$ cat src/rtl/vp_key_arbiter.sv
// Merges queued PS/2 key events and joystick numpad edges onto a single keymap
// ready/read handshake. Sources are served round-robin, with a fixed idle gap after each event.
module vp_key_arbiter #(
  parameter int PS2_FIFO_DEPTH = 4,
  parameter int GAP_CYCLES     = 1024,
  parameter int ACK_TIMEOUT    = 65535
) (
  input  logic       clk_sys,
  input  logic       reset,
  input  logic       ps2_stb_i,
  input  logic [7:0] ps2_ascii_i,
  input  logic       ps2_released_i,
  input  logic [9:0] joy_numpad_i,
  output logic       rx_data_ready_o,
  output logic [7:0] rx_ascii_o,
  output logic       rx_released_o,
  input  logic       rx_read_i,
  output logic       ps2_ovf_o,
  output logic       timeout_o
);

  localparam int AW = $clog2(PS2_FIFO_DEPTH);
  localparam int GW = $clog2(GAP_CYCLES) + 1;
  localparam int TW = $clog2(ACK_TIMEOUT) + 1;

  typedef enum logic [1:0] {IDLE, PRESENT, GAP} state_t;

  state_t          state, state_nxt;
  logic            grant_joy, prefer_joy;
  logic            do_grant, grant_pick, pop_evt, to_evt;
  logic [GW-1:0]   gap_cnt;
  logic [TW-1:0]   to_cnt;

  // PS/2 event queue: each entry is {ascii, released}
  logic [8:0]      fifo_mem [PS2_FIFO_DEPTH];
  logic [AW:0]     wr_ptr, rd_ptr;
  logic            fifo_empty, fifo_full, fifo_push, fifo_pop, ps2_valid;
  logic [8:0]      fifo_head;

  assign ps2_valid  = ps2_stb_i && (ps2_ascii_i != 8'h00);
  assign fifo_empty = (wr_ptr == rd_ptr);
  assign fifo_full  = (wr_ptr[AW] != rd_ptr[AW]) && (wr_ptr[AW-1:0] == rd_ptr[AW-1:0]);
  assign fifo_head  = fifo_mem[rd_ptr[AW-1:0]];
  assign fifo_pop   = pop_evt && !grant_joy;
  assign fifo_push  = ps2_valid && (!fifo_full || fifo_pop);

  always_ff @(posedge clk_sys or posedge reset) begin
    if (reset) begin
      wr_ptr    <= '0;
      rd_ptr    <= '0;
      ps2_ovf_o <= 1'b0;
    end else begin
      if (fifo_push) wr_ptr <= wr_ptr + (AW+1)'(1);
      if (fifo_pop)  rd_ptr <= rd_ptr + (AW+1)'(1);
      ps2_ovf_o <= ps2_valid && fifo_full && !fifo_pop;
    end
  end

  // NOTE: storage array has no reset; the pointers alone define which entries are valid.
  always_ff @(posedge clk_sys) begin
    if (fifo_push) fifo_mem[wr_ptr[AW-1:0]] <= {ps2_ascii_i, ps2_released_i};
  end

  // Joystick: report one changed bit at a time, lowest index first
  logic [9:0] joy_state, joy_diff;
  logic [3:0] joy_bit;
  logic       joy_hit, slot_valid, slot_rel, slot_pop;
  logic [7:0] slot_ascii, joy_ascii;

  // NOTE: every combinational output gets a default before any branch, so no latch is inferred.
  always_comb begin
    joy_diff = joy_numpad_i ^ joy_state;
    joy_bit  = 4'd0;
    joy_hit  = 1'b0;
    for (int i = 9; i >= 0; i--) begin
      if (joy_diff[i]) begin
        joy_bit = 4'(i);
        joy_hit = 1'b1;
      end
    end
  end

  assign joy_ascii = (joy_bit == 4'd9) ? 8'h30 : 8'h31 + {4'b0000, joy_bit};
  assign slot_pop  = pop_evt && grant_joy;

  always_ff @(posedge clk_sys or posedge reset) begin
    if (reset) begin
      joy_state  <= '0;
      slot_valid <= 1'b0;
      slot_ascii <= 8'h00;
      slot_rel   <= 1'b0;
    end else if (slot_valid) begin
      if (slot_pop) slot_valid <= 1'b0;
    end else if (joy_hit) begin
      slot_valid         <= 1'b1;
      slot_ascii         <= joy_ascii;
      slot_rel           <= ~joy_numpad_i[joy_bit];
      joy_state[joy_bit] <= joy_numpad_i[joy_bit];
    end
  end

  // Handshake FSM
  always_comb begin
    state_nxt  = state;
    do_grant   = 1'b0;
    grant_pick = 1'b0;
    pop_evt    = 1'b0;
    to_evt     = 1'b0;
    case (state)
      IDLE: begin
        if (!fifo_empty || slot_valid) begin
          do_grant   = 1'b1;
          grant_pick = slot_valid && (fifo_empty || prefer_joy);
          state_nxt  = PRESENT;
        end
      end
      PRESENT: begin
        if (rx_read_i) begin
          pop_evt   = 1'b1;
          state_nxt = GAP;
        end else if ((ACK_TIMEOUT != 0) && (to_cnt == TW'(ACK_TIMEOUT - 1))) begin
          pop_evt   = 1'b1;
          to_evt    = 1'b1;
          state_nxt = GAP;
        end
      end
      GAP: begin
        if (gap_cnt == GW'(GAP_CYCLES - 1)) state_nxt = IDLE;
      end
      default: state_nxt = IDLE;
    endcase
  end

  // NOTE: state-holding registers use non-blocking assignments so all flops update together.
  always_ff @(posedge clk_sys or posedge reset) begin
    if (reset) begin
      state         <= IDLE;
      grant_joy     <= 1'b0;
      prefer_joy    <= 1'b0;
      rx_ascii_o    <= 8'h00;
      rx_released_o <= 1'b0;
      gap_cnt       <= '0;
      to_cnt        <= '0;
      timeout_o     <= 1'b0;
    end else begin
      state     <= state_nxt;
      timeout_o <= to_evt;
      if (do_grant) begin
        grant_joy     <= grant_pick;
        prefer_joy    <= ~grant_pick;
        rx_ascii_o    <= grant_pick ? slot_ascii : fifo_head[8:1];
        rx_released_o <= grant_pick ? slot_rel : fifo_head[0];
      end
      if (state == PRESENT && state_nxt == PRESENT) begin
        if (to_cnt != {TW{1'b1}}) to_cnt <= to_cnt + TW'(1);
      end else begin
        to_cnt <= '0;
      end
      if (state == GAP && state_nxt == GAP) begin
        if (gap_cnt != {GW{1'b1}}) gap_cnt <= gap_cnt + GW'(1);
      end else begin
        gap_cnt <= '0;
      end
    end
  end

  // Ready is decoded from the state register, so an async reset drops it at once
  assign rx_data_ready_o = (state == PRESENT);

endmodule

$ cat config.mk
export PLATFORM = sky130hd
export DESIGN_NAME = vp_key_arbiter
export DESIGN_NICKNAME = d
export VERILOG_FILES = /design/src/rtl/vp_key_arbiter.sv
export SDC_FILE = /design/constraint.sdc
export NUM_CORES = 1
export LEC_CHECK = 0
export CORE_MARGIN = 5
export CORE_UTILIZATION = 59
export CTS_BUF_LIST = sky130_fd_sc_hd__clkbuf_4 sky130_fd_sc_hd__clkbuf_8 sky130_fd_sc_hd__clkbuf_16
export DETAILED_ROUTE_END_ITERATION = 8
export PLACE_DENSITY_LB_ADDON = 0.25
export SYNTH_ARGS = -nofsm -noshare
export SYNTH_HDL_FRONTEND = slang
export SYNTH_SLANG_ARGS = --single-unit
export TNS_END_PERCENT = 50
$ cat constraint.sdc
create_clock -name clk_sys -period 2.45 [get_ports clk_sys]
set_input_delay 0.3675 -clock clk_sys [delete_from_list [all_inputs] [get_ports clk_sys]]
set_output_delay 0.3675 -clock clk_sys [all_outputs]
set_load 0.05 [all_outputs]
Yosys cells after proc, flatten, opt, wreduce, memory -nomap -nowiden:

Memories as Yosys holds them, arrays and structs flattened.
Index checks and enable logic that the tools add are counted.

* input port bits: 23
* memories kept: 1
* word-level logic and storage cells: 113
* output and inout port bits: 12
* memory bits (writable): 36
* bits in latches: 0
* flip-flop bits (word level): 69
* memory bits (read-only): 0

* div/mod/pow operators: 0
* multiplexer cells: 51
* shifts and indexed selects: 0
* reductions and logical operators: 21
* bitwise operators: 4
* add/sub/neg operators: 5
* multipliers: 0
* magnitude comparators: 2
* equality and inequality tests: 14

Memories
* fifo_mem: depth 4, bits a word 9, rd ports 1, clocked after Yosys merged registers in 0, write ports 1, line 35 `logic [8:0] fifo_mem [PS2_FIFO_DEPTH];`

Operators with widths (count)
* $mux 4: 10
* $mux 17: 2
* $mux 1: 27
* $mux 11: 2
* $add 17x1->17 const B: 1
* $eq 17x16->1 const B: 1
* $ne 17x17->1 const B: 1
* $add 11x1->11 const B: 1
* $eq 11x10->1 const B: 1
* $logic_and 1x1->1: 11
* $ne 11x11->1 const B: 1
* $bwmux 10: 1
* $xor 10x10->10: 1
* $mux 2: 4
* $mux 8: 1
* $reduce_bool 8->1: 1
* $add 6x4->7 const A: 1
* $mux 7: 1
* $add 3x1->3 const B: 2
* $pmux 2 s3: 1
* $lt 4x5->1 const B: 1
* $bmux 1 s4: 1
* $demux 1 s4: 1
* $eq 2x1->1 const B: 2
* 12 further kinds: 21

Longest topological paths before layout:

Gate-level depths: netlist of the first run.

* depth in word-level cells: 16
* depth in mapped cells: 11
* depth with buffers taken out: 10

Least setup slack after synthesis of the first run:

No wires, ideal clock.

* kind: register to register
* start: register to_cnt[0]
* end: memory fifo_mem[3][0], enable pin
* data required time: 2073 ps
* stages on the path, launching flop included: 8
* setup slack: 202 ps
* period minus slack after synthesis: 2248 ps
* arrival: 1871 ps
* buffers on the path: 0
* setup time: 377 ps
* cells stage by stage: dfrtp_1 inv_1 ha_1 inv_1 nor4_1 and4_1 o311ai_4 nor2_1

* cells in the longest elaborated chain, start to end: 9

Ends and longest elaborated chain
* start, declared: line 32 `logic [TW-1:0] to_cnt;`
* start signal, assigned: line 155 `if (to_cnt != {TW{1'b1}}) to_cnt <= to_cnt + TW'(1);`
* $eq 17x16->1: line 121 `end else if ((ACK_TIMEOUT != 0) && (to_cnt == TW'(ACK_TIMEOUT - 1))) begin`
* $mux 1: line 121
* $mux 1: line 118 `if (rx_read_i) begin`
* $mux 1: line 109 `case (state)`
* $logic_and 1x1->1: line 44 `assign fifo_pop = pop_evt && !grant_joy;`
* $logic_or 1x1->1: line 45 `assign fifo_push = ps2_valid && (!fifo_full || fifo_pop);`
* $logic_and 1x1->1: line 45
* $mux 1: line 61 `if (fifo_push) fifo_mem[wr_ptr[AW-1:0]] <= {ps2_ascii_i, ps2_released_i};`
* $mux 1 (implied by the code): line 61
* end, declared: line 35

No other way between the ends.

Worst setup path after layout of the first run:

* start: register state[1]
* end: output rx_data_ready_o

* cells in the longest elaborated chain, start to end: 1

Ends and longest elaborated chain
* start, declared: line 28 `state_t state, state_nxt;`
* start signal, assigned: line 146 `state <= state_nxt;`
* $eq 2x1->1: line 168 `assign rx_data_ready_o = (state == PRESENT);`
* end, declared: line 14 `output logic rx_data_ready_o,`

No other way between the ends.

==> impl_metrics.env, run 1 <==
export IMPL_status="complete, no violations"
export IMPL_syn_avg_cell_area_um2=11.63
export IMPL_initial_utilization_pct=60.98
export IMPL_fin_ws_ns=0.1574
export IMPL_finalCriticalPeriod_ns=2.293
export IMPL_pre_cts_slack_ns=-0.1439
export IMPL_cts_tree="yes"
export IMPL_syn_num_nets=465
export IMPL_ant_nets=0
export IMPL_firstDrtPassIters=5
export IMPL_core_area_mm2=0.008258
export IMPL_vias_per_cell=5.696
export IMPL_area_delta_synth_final_pct=19.70
export IMPL_synth_edf_count=36
export IMPL_maxCapViolCount=0
export IMPL_track_usage_pct=21.56
export IMPL_synth_area_leader_cell="dfrtp_1"
export IMPL_ctsHoldBuffers=0
export IMPL_io_buffers=34
export IMPL_clk_pin_slew_worst_paths_ns=0.12
export IMPL_drc=0
export IMPL_ys_top_cells_by_area="dfrtp_1 34%, edfxtp_1 21%, nor2_1 4.4%, mux4_2 4.0%, xor2_1 3.8%"
export IMPL_finalHoldViolations=0
export IMPL_finish_utilization_pct=73.00
export IMPL_finClkSkew_ns=0.01546
export IMPL_wl_per_cell_um=16.46
export IMPL_synth_top_area_share_pct=33.79
export IMPL_crit_type="flip-flop to output port"
export IMPL_grt_pass1_vias=3765
export IMPL_antenna_cells=0
export IMPL_cp_max_fo=4
export IMPL_p_leak_uw=0.002448
export IMPL_clk_path_buf_depth=2
export IMPL_rsz0062_at_grt="no"
export IMPL_ir_drop_mv=0.6018
export IMPL_p_per_area_mw_per_mm2=1084
export IMPL_synth_most_common_cell="dfrtp_1"
export IMPL_yosys_most_used_dff="dfrtp_1"
export IMPL_cts_max_level=3
export IMPL_die_h_um=102.4
export IMPL_nets=541
export IMPL_relSlewSlack_pct=58.93
export IMPL_hold_class="input pin to async pin"
export IMPL_syn_area_mm2=0.005036
export IMPL_crit_required_ns=2.08
export IMPL_worst_slew_pin_slew_ns=0.6146
export IMPL_wl_um=10190
export IMPL_die_area_mm2=0.01048
export IMPL_antenna_found_initial=0
export IMPL_max_freq_mhz=436.2
export IMPL_route_vias_total=3526
export IMPL_maxSlewViolCount=0
export IMPL_clock_sinks=104
export IMPL_critPathLaunchType="flip-flop"
export IMPL_ys_seq_elements=104
export IMPL_root_buffer="clkbuf_8"
export IMPL_async_flop_share_pct=65.38
export IMPL_fin_setup_tns_ns=0
export IMPL_overflow=0
export IMPL_grt_pass1_wl_um=17730
export IMPL_post_route_period_util_pct=93.57
export IMPL_insertion_delay_ns=0.37
export IMPL_layout_drive_gt1_share_pct=19.07
export IMPL_pin_count=35
export IMPL_grt_max_degree=69
export IMPL_yosys_warnings=0
export IMPL_chipWidth_um=102.4
export IMPL_setup_viol=0
export IMPL_rows=33
export IMPL_total_power_uw=6537
export IMPL_cts_buffers_inserted=9
export IMPL_arrival_ns=1.93
export IMPL_synth_common_cells="68 x dfrtp_1, 59 x nor2_1, 36 x edfxtp_1, 35 x nand2_1, 22 x xor2_1"
export IMPL_synth_distinct_cells=58
export IMPL_drtIter0Drc=179
export IMPL_end_kind="output port"
export IMPL_place_gp_congestion=0.9140
export IMPL_syn_inst=433
export IMPL_yosysSeqAreaShare_pct=55.25
export IMPL_dpl_hpwl_um=7354
[through the flow]
stage,hold WS (ns),area (um^2),instances
6_report,0.3732,6028,619
5_1_grt,0.4103,6028,619
4_1_cts,0.3921,6003,617
3_5_place_dp,0.4621,5786,601
3_3_place_gp,0.4533,5786,601
2_1_floorplan,0.4395,5036,433
[critical path: stages, from the launching register on]
cell             delay [ns]
dfrtp_1                0.41
nand2b_1               0.21
inv_1                  0.14
clkdlybuf4s50_1        0.82
[state kept, by name, summed over array words and instances (netlist names)]
register       flops
grant_joy          1
to_cnt            17
timeout_o          1
joy_state         10
fifo_mem          36
slot_ascii         7
rd_ptr             3
prefer_joy         1
wr_ptr             3
slot_valid         1
ps2_ovf_o          1
gap_cnt           11
state              2
rx_ascii_o         8
slot_rel           1
rx_released_o      1
[worst paths after layout]
path	startpoint	endpoint	slack (ns)	cells past startpoint
max in group asynchronous	reset	slot_rel$_DFFE_PP0P_	1.77	3
min in group clk_sys	slot_ascii[5]$_DFFE_PP0P_	slot_ascii[5]$_DFFE_PP0P_	0.49	1
hold reg to reg	slot_ascii[5]$_DFFE_PP0P_	slot_ascii[5]$_DFFE_PP0P_	0.49	1
hold / removal	reset	gap_cnt[6]$_DFFE_PP0P_	0.37	3
setup reg to reg	to_cnt[0]$_DFFE_PP0P_	fifo_mem[3][4]$_DFFE_PP_	0.20	9
setup / recovery	state[1]$_DFF_PP0_	rx_data_ready_o	0.16	3
[layout by cell type, fill, tap and decap left out, types with 13 or more instances in the layout]
master / n
clkdlybuf4s50_1: 34
buf_4: 39
edfxtp_1: 36
a21oi_1: 13
nand2_1: 35
dfrtp_1: 68
inv_1: 19
nor2_1: 59
xnor2_1: 21
xor2_1: 22
[where the power goes]
| part | leakage (uW) | total [uW] | internal, uW | switching, uW |
|---|---|---|---|---|
| Sequential | 0.00121 | 2500 | 2220 | 277 |
| Combinational | 0.00113 | 2920 | 1280 | 1640 |
| Clock | 0.000109 | 1120 | 433 | 683 |
| Total | 0.00245 | 6540 | 3940 | 2600 |
[kinds of logic (layout without fill, tap and decap cells)]
| kind of cell | count (synthesis) | in the layout | share of synthesized area, % |
|---|---|---|---|
| AOI/OAI and AO/OA | 56 | 56 | 8.671 |
| xor gates and xnor gates | 45 | 45 | 8.124 |
| adders and majority gates | 9 | 9 | 2.236 |
| buffers and inverters | 30 | 111 | 2.286 |
| DFF | 104 | 104 | 55.25 |
| muxes | 25 | 25 | 7.578 |
| and+or+nand+nor | 164 | 164 | 15.85 |
[what timing repair did]
item / 4_1_cts / 5_1_grt
setup endpoints to repair: 0 / 9
gates resized for setup: 0 / 3
setup buffers: 0 / 2
[layer usage]
layer | share of wire (%) | vias to the layer above | track usage (%)
met5 | 0 | - | 0
li1 | - | 1692 | -
met4 | 2.3 | 0 | 5.752
met1 | 44 | 1726 | 28.58
met2 | 50 | 83 | 36.33
met3 | 4.0 | 25 | 4.573
[final cells by class]
| cell class | instances | area (um^2) |
|---|---|---|
| Clock inverter | 7 | 93.84 |
| Multi-Input combinational cell | 299 | 2148 |
| Inverter | 20 | 75.07 |
| Sequential cell | 104 | 2783 |
| Tap cell | 105 | 131.4 |
| Clock buffer | 9 | 123.9 |
| Fill cell | 605 | 2230 |
| Timing Repair Buffer | 75 | 673.1 |
Power figures use the tool's default switching activity.
==> run 2: changes to the inputs <==
- CORE_MARGIN: 5 -> default
==> run 2 against run 1 <==
Against the previous run: register-to-register slack barely moved; power rose by 0.14%; largest cell class unchanged; clock skew rose by 0.0056 ns; maximum frequency fell by 0.55%; critical endpoint unchanged; combinational power barely moved; critical path depth did not move; sequential power barely moved; highest routed layer unchanged.
==> impl_metrics.env, run 2 (synthesized netlist as in run 1, its figures left out) <==
export IMPL_status="complete, no violations"
export IMPL_whs_ns=0.3379
export IMPL_wl_um=10070
export IMPL_drtIter0Drc=213
export IMPL_io_buffers=34
export IMPL_grt_use_met2_pct=41.06
export IMPL_antenna_cells=0
export IMPL_finalHoldViolations=0
export IMPL_cts_max_level=3
export IMPL_route_vias_total=3533
export IMPL_finish_utilization_pct=73.03
export IMPL_setup_viol=0
export IMPL_insertion_delay_ns=0.38
export IMPL_grt_pass1_vias=3536
export IMPL_overflow=0
export IMPL_maxSlewViolCount=0
export IMPL_grt_pass1_wl_um=16810
export IMPL_grt_max_degree=46
export IMPL_wl_per_cell_um=16.18
export IMPL_core_area_mm2=0.008258
export IMPL_final_cell_mix="68 x dfrtp_1, 59 x nor2_1, 43 x buf_4, 36 x edfxtp_1, 35 x nand2_1"
export IMPL_grt_busiest_layer="met2"
export IMPL_place_inst=604
export IMPL_worst_slew_pin_slew_ns=0.5912
export IMPL_area_delta_synth_final_pct=19.75
export IMPL_ir_drop_mv=0.7630
export IMPL_total_power_uw=6546
export IMPL_firstDrtPassIters=4
export IMPL_p_leak_uw=0.002459
export IMPL_end_kind="output port"
export IMPL_die_h_um=94.39
export IMPL_grt_use_met1_pct=33.01
export IMPL_crit_required_ns=2.08
export IMPL_die_area_mm2=0.008909
export IMPL_cts_tree="yes"
export IMPL_rsz0062_at_grt="no"
export IMPL_finClkSkew_ns=0.02109
export IMPL_max_freq_mhz=433.8
export IMPL_chipWidth_um=94.39
export IMPL_cts_buffers_inserted=9
export IMPL_clk_pin_slew_worst_paths_ns=0.12
export IMPL_dpl_hpwl_um=7426
export IMPL_grt_use_met3_pct=4.831
export IMPL_place_gp_congestion=0.8957
export IMPL_finish_instance_area_mm2=0.006031
export IMPL_fin_cells=622
export IMPL_maxCapViolCount=0
export IMPL_p_per_area_mw_per_mm2=1085
export IMPL_clock_sinks=104
export IMPL_largest_register_ffs=36
export IMPL_critPathLaunchType="flip-flop"
export IMPL_postPlaceCellArea_mm2=0.005796
export IMPL_antenna_found_initial=0
export IMPL_post_route_period_util_pct=94.09
export IMPL_cp_max_fo=4
export IMPL_reg2reg_depth=6
export IMPL_track_usage_pct=25.11
export IMPL_initial_utilization_pct=60.98
export IMPL_nets=544
export IMPL_finalCriticalPeriod_ns=2.305
export IMPL_clk_path_buf_depth=2
export IMPL_root_buffer="clkbuf_8"
export IMPL_drc=0
export IMPL_hold_class="input pin to async pin"
export IMPL_relSlewSlack_pct=60.49
export IMPL_crit_type="flip-flop to output port"
export IMPL_layout_drive_gt1_share_pct=19.15
export IMPL_final_common_cell="dfrtp_1"
export IMPL_vias_per_cell=5.680
export IMPL_ant_nets=0
export IMPL_pin_count=35
export IMPL_arrival_ns=1.94
export IMPL_rows=33
[run 2: cell types whose count changed in the layout (fill, tap and decap cells not counted), sizes merged]
cell / before / now
buf: 41 / 44
inv: 26 / 24
clkinv: 1 / 3
[run 2: area by class of cell]
type	count	area (um^2)
clock inverters	7	93.84
flip-flops and latches	104	2783
clock buffers	9	123.9
multi-input cells	299	2141
inverters	20	75.07
well taps	105	131.4
repair buffers	78	683.2
fillers	577	2227
[run 2: worst max-delay path, cell delays in order, from the launching register on]
cell	delay, ns
dfrtp_1	0.40
nand2b_1	0.21
inv_1	0.14
clkdlybuf4s50_1	0.82
[run 2: timing repair]
action | 4_1_cts | 5_1_grt
buffers inserted | 0 | 2
resized for setup | 0 | 1
hold buffers | 0 | 0
setup endpoints to repair | 0 | 5
[run 2: path summary, 6_finish.rpt]
path	from	slack, ns	endpoint
worst max-delay path	state[1]$_DFF_PP0_	0.14	rx_data_ready_o
worst min-delay path	reset	0.34	to_cnt[9]$_DFFE_PP0P_
worst max register to register	joy_state[1]$_DFFE_PP0P_	0.21	joy_state[9]$_DFFE_PP0P_
worst min register to register	slot_ascii[4]$_DFFE_PP0P_	0.48	slot_ascii[4]$_DFFE_PP0P_
max in group asynchronous	reset	1.48	joy_state[5]$_DFFE_PP0P_
min in group clk_sys	slot_ascii[4]$_DFFE_PP0P_	0.48	slot_ascii[4]$_DFFE_PP0P_
[run 2: per-stage QoR]
stage | setup WS, ns | TNS [ns]
2_1_floorplan | 0.2024 | 0
3_5_place_dp | -0.1285 | -1.023
5_1_grt | 0.04217 | 0
3_3_place_gp | -0.1234 | -0.8312
6_report | 0.1448 | 0
4_1_cts | 0.1259 | 0
[run 2: report_power, final]
group	switching, uW	internal, uW
Clock	696	423
Sequential	271	2220
Combinational	1650	1290
[run 2: metal layers]
metal | routed length (um) | up-vias | share of wire (%)
met3 | 430 | 19 | 4.3
li1 | - | 1711 | -
met4 | 201 | 0 | 2.0
met5 | 0 | - | 0
met1 | 4363 | 1709 | 43
met2 | 5071 | 94 | 50
